$ cat src/rtl/alu_pkg.sv
// Shared encodings, SR bit positions and widths for the ALU status unit.
package alu_pkg;

  localparam int DATA_W = 20;
  localparam int HALF_W = 10;
  localparam int SR_W   = 8;

  typedef enum logic [2:0] {
    FLOW_NOP  = 3'd0,
    FLOW_JMP  = 3'd1,
    FLOW_JZ   = 3'd2,
    FLOW_JS   = 3'd3,
    FLOW_JZS  = 3'd4,
    FLOW_LSR  = 3'd5,
    FLOW_XSR  = 3'd6,
    FLOW_TRAP = 3'd7
  } flow_op_e;

  typedef enum logic {
    ST_RUN  = 1'b0,
    ST_TRAP = 1'b1
  } state_e;

  localparam int SR_Z = 0;
  localparam int SR_S = 1;
  localparam int SR_C = 2;
  localparam int SR_M = 3;
  localparam int SR_T = 4;

  localparam logic [SR_W-1:0] LSR_MASK = 8'h1F;
  localparam logic [SR_W-1:0] XSR_MASK = 8'h0F;

endpackage

$ cat src/rtl/alu_branch_cond.sv
// Branch condition evaluator: decides whether a flow op redirects fetch.
// Purely combinational; evaluated against the SR value before the update edge.
module alu_branch_cond
  import alu_pkg::*;
(
  input  logic [2:0]      flow_op,
  input  logic [SR_W-1:0] sr,
  output logic            taken
);

  always_comb begin
    taken = 1'b0;
    case (flow_op_e'(flow_op))
      FLOW_JMP: taken = 1'b1;
      FLOW_JZ:  taken = sr[SR_Z];
      FLOW_JS:  taken = sr[SR_S];
      FLOW_JZS: taken = sr[SR_Z] | sr[SR_S];
      default:  taken = 1'b0;
    endcase
  end

endmodule

$ cat src/rtl/alu_status_unit.sv
// ALU status unit: SR maintenance, flow-op resolution, registered writeback; 1-cycle latency.
// Stalls intake while writeback is held by wb_ready=0 or while halted in TRAP.
module alu_status_unit
  import alu_pkg::*;
(
  input  logic              clk,
  input  logic              rst_n,
  input  logic              res_valid,
  output logic              res_ready,
  input  logic [DATA_W-1:0] res_data,
  input  logic              res_zero,
  input  logic              res_sign,
  input  logic              res_carry,
  input  logic              res_mode,
  input  logic [2:0]        res_fmask,
  input  logic [2:0]        flow_op,
  input  logic [DATA_W-1:0] flow_target,
  output logic              wb_valid,
  input  logic              wb_ready,
  output logic [DATA_W-1:0] wb_data,
  output logic              br_valid,
  output logic [DATA_W-1:0] br_target,
  output logic [SR_W-1:0]   sr,
  output logic              trap_active,
  input  logic              trap_clear
);

  state_e            state_q, state_d;
  logic [SR_W-1:0]   sr_q, sr_d;
  logic              wb_valid_q, wb_valid_d;
  logic [DATA_W-1:0] wb_data_q, wb_data_d;
  logic              br_valid_q, br_valid_d;
  logic [DATA_W-1:0] br_target_q, br_target_d;
  logic              taken;
  logic              xfer;

  alu_branch_cond u_branch_cond (
    .flow_op (flow_op),
    .sr      (sr_q),
    .taken   (taken)
  );

  // rst_n gates ready so nothing is advertised while reset is held
  assign res_ready = rst_n && (state_q == ST_RUN) && (!wb_valid_q || wb_ready);
  assign xfer      = res_valid && res_ready;

  always_comb begin
    state_d     = state_q;
    sr_d        = sr_q;
    wb_valid_d  = wb_valid_q && !wb_ready;
    wb_data_d   = wb_data_q;
    br_valid_d  = 1'b0;
    br_target_d = br_target_q;

    if (xfer) begin
      case (flow_op_e'(flow_op))
        FLOW_NOP: begin
          wb_valid_d = 1'b1;
          wb_data_d  = res_mode ? res_data
                                : {{(DATA_W-HALF_W){1'b0}}, res_data[HALF_W-1:0]};
          if (res_fmask[0]) sr_d[SR_Z] = res_zero;
          if (res_fmask[1]) sr_d[SR_S] = res_sign;
          if (res_fmask[2]) sr_d[SR_C] = res_carry;
          sr_d[SR_M] = res_mode;
        end
        FLOW_JMP, FLOW_JZ, FLOW_JS, FLOW_JZS: begin
          if (taken) begin
            br_valid_d  = 1'b1;
            br_target_d = flow_target;
          end
        end
        FLOW_LSR: begin
          sr_d       = res_data[SR_W-1:0] & LSR_MASK;
          sr_d[SR_T] = sr_q[SR_T];
        end
        FLOW_XSR: sr_d = sr_q ^ (res_data[SR_W-1:0] & XSR_MASK);
        FLOW_TRAP: begin
          sr_d[SR_T] = 1'b1;
          state_d    = ST_TRAP;
        end
        default: ;
      endcase
    end

    if (state_q == ST_TRAP && trap_clear) begin
      sr_d[SR_T] = 1'b0;
      state_d    = ST_RUN;
    end

    sr_d[SR_W-1:SR_T+1] = '0;
  end

  always_ff @(posedge clk or negedge rst_n) begin
    if (!rst_n) begin
      state_q     <= ST_RUN;
      sr_q        <= '0;
      wb_valid_q  <= 1'b0;
      wb_data_q   <= '0;
      br_valid_q  <= 1'b0;
      br_target_q <= '0;
    end else begin
      state_q     <= state_d;
      sr_q        <= sr_d;
      wb_valid_q  <= wb_valid_d;
      wb_data_q   <= wb_data_d;
      br_valid_q  <= br_valid_d;
      br_target_q <= br_target_d;
    end
  end

  assign wb_valid    = wb_valid_q;
  assign wb_data     = wb_data_q;
  assign br_valid    = br_valid_q;
  assign br_target   = br_target_q;
  assign sr          = sr_q;
  assign trap_active = (state_q == ST_TRAP);

endmodule

$ cat config.mk
export PLATFORM = sky130hd
export DESIGN_NAME = alu_status_unit
export DESIGN_NICKNAME = d
export VERILOG_FILES = /design/src/rtl/alu_pkg.sv /design/src/rtl/alu_branch_cond.sv /design/src/rtl/alu_status_unit.sv
export SDC_FILE = /design/constraint.sdc
export NUM_CORES = 1
export LEC_CHECK = 0
export BUFFER_PORTS_ARGS = -buffer_cell sky130_fd_sc_hd__buf_4
export CAP_MARGIN = 10
export CORE_AREA = 4 4 82 84
export DETAILED_ROUTE_END_ITERATION = 16
export DIE_AREA = 0 0 86 88
export PLACE_DENSITY = 0.69
export SETUP_SLACK_MARGIN = 0.2
export SYNTH_ARGS = -nofsm -noshare
export SYNTH_HDL_FRONTEND = slang
export SYNTH_HIERARCHICAL = 1
export SYNTH_SLANG_ARGS = --single-unit
export TNS_END_PERCENT = 1
$ cat constraint.sdc
create_clock -name clk -period 1.6 [get_ports clk]
set_clock_uncertainty 0.15 [all_clocks]
set_input_delay 0.16 -clock clk [delete_from_list [all_inputs] [get_ports clk]]
set_output_delay 0.16 -clock clk [all_outputs]
set_load 0.1 [all_outputs]
# --- Word level (Yosys, flattened, before mapping) ---
# Cells that the tools add are included.
word_totals:
  in_bits: 55
  reg_bits: 48
classes:
  n_reduce_logical: 22
  n_eq_ne: 10
  bitwise: 3
  muxes: 17
op_table:
  columns: ["cell", "n"]
  rows:
  - ["$mux 20", 1]
  - ["$eq 3x3->1 const B", 4]
  - ["$mux 1", 12]
  - ["$pmux 4 s3", 1]
  - ["$reduce_and 3->1", 4]
  - ["$reduce_and 2->1", 4]
  - ["$eq 3x2->1 const B", 2]
  - ["$ne 2x2->1 const B", 3]
  - ["$reduce_bool 3->1", 2]
  - ["$logic_and 1x1->1", 5]
  - ["$mux 5", 1]
  - ["$xor 5x4->5", 1]
  - ["$pmux 1 s4", 1]
  - ["$reduce_bool 2->1", 2]
  - ["$reduce_or 4->1", 1]
  - ["$eq 3x1->1 const B", 1]
  - ["$logic_not 3->1", 1]
  - ["$logic_not 1->1", 2]
  - ["$pmux 1 s2", 1]
  - ["$logic_or 1x1->1", 1]
  - ["$not 1->1", 1]
  - ["$or 1x1->1", 1]

# --- Depth between registers and ports, before layout ---
logic_depth:
  ltp_word: 6
  ltp_mapped: 6
  mapped_depth_nobuf: 5

# --- Modules after synthesis ---
# The synthesis kept the hierarchy.
modules_own_cells:
  columns: ["mod", "cells_per_inst", "seq_area_each_um2", "n_inst", "area_each_um2"]
  rows:
  - ["alu_status_unit", 181, 1201.2, 1, 2267.2]
  - ["alu_branch_cond", 6, 0.0, 1, 47.5]

# --- Worst setup path after synthesis ---
# Ideal clock, no wire load.
synth_path:
  path_type: "flip-flop to flip-flop"
  start: "reg state_q, in the netlist trap_active"
  end: "reg br_target_q[0], in the netlist br_target[0]"
  t_arrival_ns: 2.646
  stages_incl_launch_ff: 6
  path_slack_ns: -1.322
  path_buffers: 1
  setup_time_ns: 0.125
  synth_period_minus_slack_ns: 2.922
  cell_sequence: "dfrtp_1 > nor2b_1 > and2_1 > nand4_2 > buf_6 > mux2_4"
synth_between:
  elab_chain_cells: 5
synth_rtl:
  columns: ["item", "line_no", "source"]
  rows:
  - ["start, declared", "alu_status_unit.sv:28", "state_e state_q, state_d;"]
  - ["start signal, assigned", "alu_status_unit.sv:102", "state_q <= state_d;"]
  - ["$not 1->1", "alu_status_unit.sv:44", "assign res_ready = rst_n && (state_q == ST_RUN) && (!wb_valid_q || wb_ready);"]
  - ["$logic_and 1x1->1 (2 in a row)", "alu_status_unit.sv:44", null]
  - ["via res_ready", "alu_status_unit.sv:9", "output logic res_ready,"]
  - ["$logic_and 1x1->1", "alu_status_unit.sv:45", "assign xfer = res_valid && res_ready;"]
  - ["$reduce_and 3->1 (no line)", null, null]
  - ["end signal, assigned", "alu_status_unit.sv:107", "br_target_q <= br_target_d;"]
  - ["end, declared", "alu_status_unit.sv:33", "logic [DATA_W-1:0] br_target_q, br_target_d;"]
# The timed path passes the listed nets, and every way through them passes these cells.
# A chain may end at the register's enable or synchronous reset.

# --- Worst setup path in the final report ---
layout_path:
  start: "reg sr_q[1], in the netlist sr[1]"
  end: "reg br_target_q[5], in the netlist br_target[5]"
layout_between:
  elab_chain_cells: 3
layout_rtl:
  columns: ["item", "line_no", "source"]
  rows:
  - ["start, declared", "alu_status_unit.sv:29", "logic [SR_W-1:0] sr_q, sr_d;"]
  - ["start signal, assigned", "alu_status_unit.sv:103", "sr_q <= sr_d;"]
  - ["$or 1x1->1", "alu_branch_cond.sv:17", "FLOW_JZS: taken = sr[SR_Z] | sr[SR_S];"]
  - ["$pmux 1 s4 (*)", "alu_branch_cond.sv:13", "case (flow_op_e'(flow_op))"]
  - ["via taken", "alu_status_unit.sv:34", "logic taken;"]
  - ["$reduce_and 3->1 (no line) (*)", null, null]
# The timed path passes the listed nets; every way through them passes the cells marked *.

==> impl_results.md <==
* Status: finished, violations left
* Failing checks: setup timing
* Switching Power at 3.74 mW
* Synthesized area at 2310 sq um
* CTS buffer count at 5
* H-tree depth at 2
* Buffers added on ports at 103
* Final Max Tran Viols at 0
* Vias per inst at 4.64
* Mean Syn Cell Area at 12.4 sq um
* Dpl hpwl at 4.40 mm
* Clk network pwr share at 0.130
* Comb pwr share at 0.613
* Worst skew pair latency at 290 ps
* Min-Delay Startpoint: wb_ready
* P_int at 3.23 mW
* Slew margin rel. at 0.601
* Critical path type: flip-flop to flip-flop
* CTS tree: yes
* CP endpoint kind: flip-flop
* Hold Buf Count CTS at 42
* CP bufs+invs at 2
* Post-CTS setup buffers at 0
* Ys flop type: dfrtp_1
* Placed Area at 3390 sq um
* Critical Path Start: sr[1]
* Startpoint types: flip-flop
* Layout cells sized above 1 at 0.532
* DRT antenna net count at 0
* Number of synthesized flops with an enable pin at 0
* Commonest non-fill, non-tap cell in the layout: buf_4
* Clk sinks at 48
* Period utilization at 1.08
* P&R area growth vs syn at 73.9%
* Share of the synthesized area in the top cell type at 0.519
* Final Core Density at 0.680
* Largest cells by area after synthesis: dfrtp_1, mux2_4, nand2_1, mux2_1, o21ai_1
* All-layer global routing usage at 0.171
* Peak Freq at 579 MHz
* RSZ-0062 raised after global routing: yes
* WHS Path Cells at 3
* Seq. cell area at 1210 sq um
* Critical path, cell by cell: inv_2 -> a21o_2 -> a21oi_2 -> nand4_4 -> buf_4 -> mux2_4
* Die Span Y at 88 um
* R2r setup slk at -130 ps
* Fin crit period at 1730 ps
* Placement Rows at 28
* I/O pin cnt at 107
* Worst min path class: input pin to flip-flop
* Maxcap violations at 0
* Fillers at 440
* Gpl congestion at 0.808
* Largest net degree at the start of global routing at 49
* First-pass GRT wire length at 10.3 mm
* Vias at 2015
* Fin. Hold Viols at 0
* Clk buf depth at 2
* CP max stage cell: dfrtp_4
* Root Buffer: clkbuf_8
* Number of global-route vias before repair at 2076
* Worst VDD drop at 1.49 mV
* Initial antenna violation count at 0
* Layout Nets at 413
* Fraction of registers with async set/reset at 1.00
* GRT overflow at 0
* Worst R2R Start: sr[1]
* Initial DRT Pass Iterations at 4
* RR Endpoint: br_target[5]
* Post-route cell area at 4030 sq um
* Post-synth cell types at 39
* Initial core utilization at 0.391
* R2R cell count at 6
* Synth Warn # at 6
* Commonest non-fill, non-tap cells in the layout: buf_4, dfrtp_1, dlygate4sd3_1, mux2_4, nand2_1
* Final setup viols at 32
* Tightest Pin Transition at 599 ps
* Switching Fraction at 0.536
* Post-Syn Instances at 187
* LEAKAGE at 2.02 nW
* Worst-path clk slew at 90 ps
* CP top delay family: flip-flops
* Pwr dens at 1730 nW/um^2
* Sequential fraction of the synthesis area at 0.519
* Post-synth top area cell: dfrtp_1
* Die Area at 7570 sq um
* Setup TNS at -2640 ps
* Ant diodes at 0
* Sequential share of power at 0.257
* Die width at 86 um
* Routed wire length at 6.33 mm
* Multi-input gate area at 1080 sq um
* DRT iter0 DRCs at 38
* Hold Crit Endpoint: wb_valid
* Post-route DRC at 0
* Worst-path maximum fanout at 4
* Crit path DAT at 1750 ps
* #FFs+latches synth at 48
* Routed wire per std cell at 14.6 um
* Setup slack after layout at -127 ps
* Crit-path max cell delay at 450 ps
* Core area at 5920 sq um
* Critical Path RT at 1620 ps
==> worst register-to-register path, cell delays in order (launching register included) <==
cell and delay (ps):
dfrtp_4 450, inv_2 30, a21o_2 180, a21oi_2 180, nand4_4 130, buf_4 190, mux2_4 300
==> cell type report <==
| cell class | count | share of cell area |
|---|---|---|
| Inverter | 4 | 0.00373 |
| Clock buffer | 6 | 0.0205 |
| Sequential cell | 48 | 0.302 |
| Timing Repair Buffer | 174 | 0.372 |
| Clock inverter | 2 | 0.00964 |
| Tap cell | 75 | 0.0233 |
| Multi-Input combinational cell | 125 | 0.269 |
==> synthesized netlist by cell type (3+ instances only) <==
| master | n |
|---|---|
| dfrtp_1 | 48 |
| clkbuf_1 | 4 |
| buf_6 | 3 |
| xnor2_1 | 3 |
| o21a_1 | 3 |
| o21ai_1 | 11 |
| nand2_1 | 27 |
| mux2_4 | 28 |
| buf_4 | 3 |
| nor2b_1 | 6 |
| a21oi_1 | 9 |
| a311oi_1 | 3 |
| mux2_1 | 5 |
| nor3b_1 | 3 |
==> worst max path at each step <==
stage | endpoint | slack, ps | cells past startpoint
detailed placement | br_target[18] | -210 | 6
floorplan | br_target[0] | -430 | 5
finish | br_target[5] | -130 | 6
global route | br_target[5] | -170 | 5
CTS | br_target[13] | -130 | 6
global placement | br_target[18] | -170 | 6
==> logic make-up (layout without fill, tap and decap cells) <==
kind of cell	Yosys count	count (layout)	synth area share
AND/OR/NAND/NOR	50	50	0.115
multiplexers	33	33	0.206
XOR/XNOR	5	5	0.0222
other	1	3	0.00162
AO/OA/AOI/OAI	34	34	0.0951
flip-flops	48	48	0.519
buffers and inverters	16	186	0.0416
==> per-stage QoR <==
step	std cells	worst slack (ps)	total power [mW]	hold slack (ps)
floorplan	189	-431	5.00	-286
global placement	384	-168	5.89	169
detailed placement	384	-210	5.93	169
CTS	434	-131	7.01	-0.133
global route	434	-167	7.24	-1.14
finish	434	-127	6.97	6.92
==> power by group through the flow <==
stage               Sequential, mW  Combinational [mW]  Clock (mW)
finish                        1.79                4.27       0.906
global route                  1.84                4.39        1.01
CTS                           1.78                4.28       0.944
detailed placement            1.80                4.13           0
global placement              1.80                4.09           0
floorplan                     4.36               0.638           0
==> routing by layer <==
metal | routed length (um) | up-vias | track usage
li1 | - | 988 | -
met3 | 389 | 4 | 0.0367
met5 | 0 | - | 0
met2 | 3140 | 68 | 0.278
met4 | 34 | 0 | 0.0374
met1 | 2770 | 955 | 0.235
==> flip-flops by register name, summed over array words and instances, names as in the netlist <==
register and cells:
br_target 20, br_valid 1, sr 5, trap_active 1, wb_data 20, wb_valid 1
==> timing repair <==
item	in CTS	in global routing
endpoints found under the setup margin	53	52
hold endpoints to repair	91	1
gates resized for setup	21	2
pin swaps	0	1
Power figures use the tool's default switching activity.
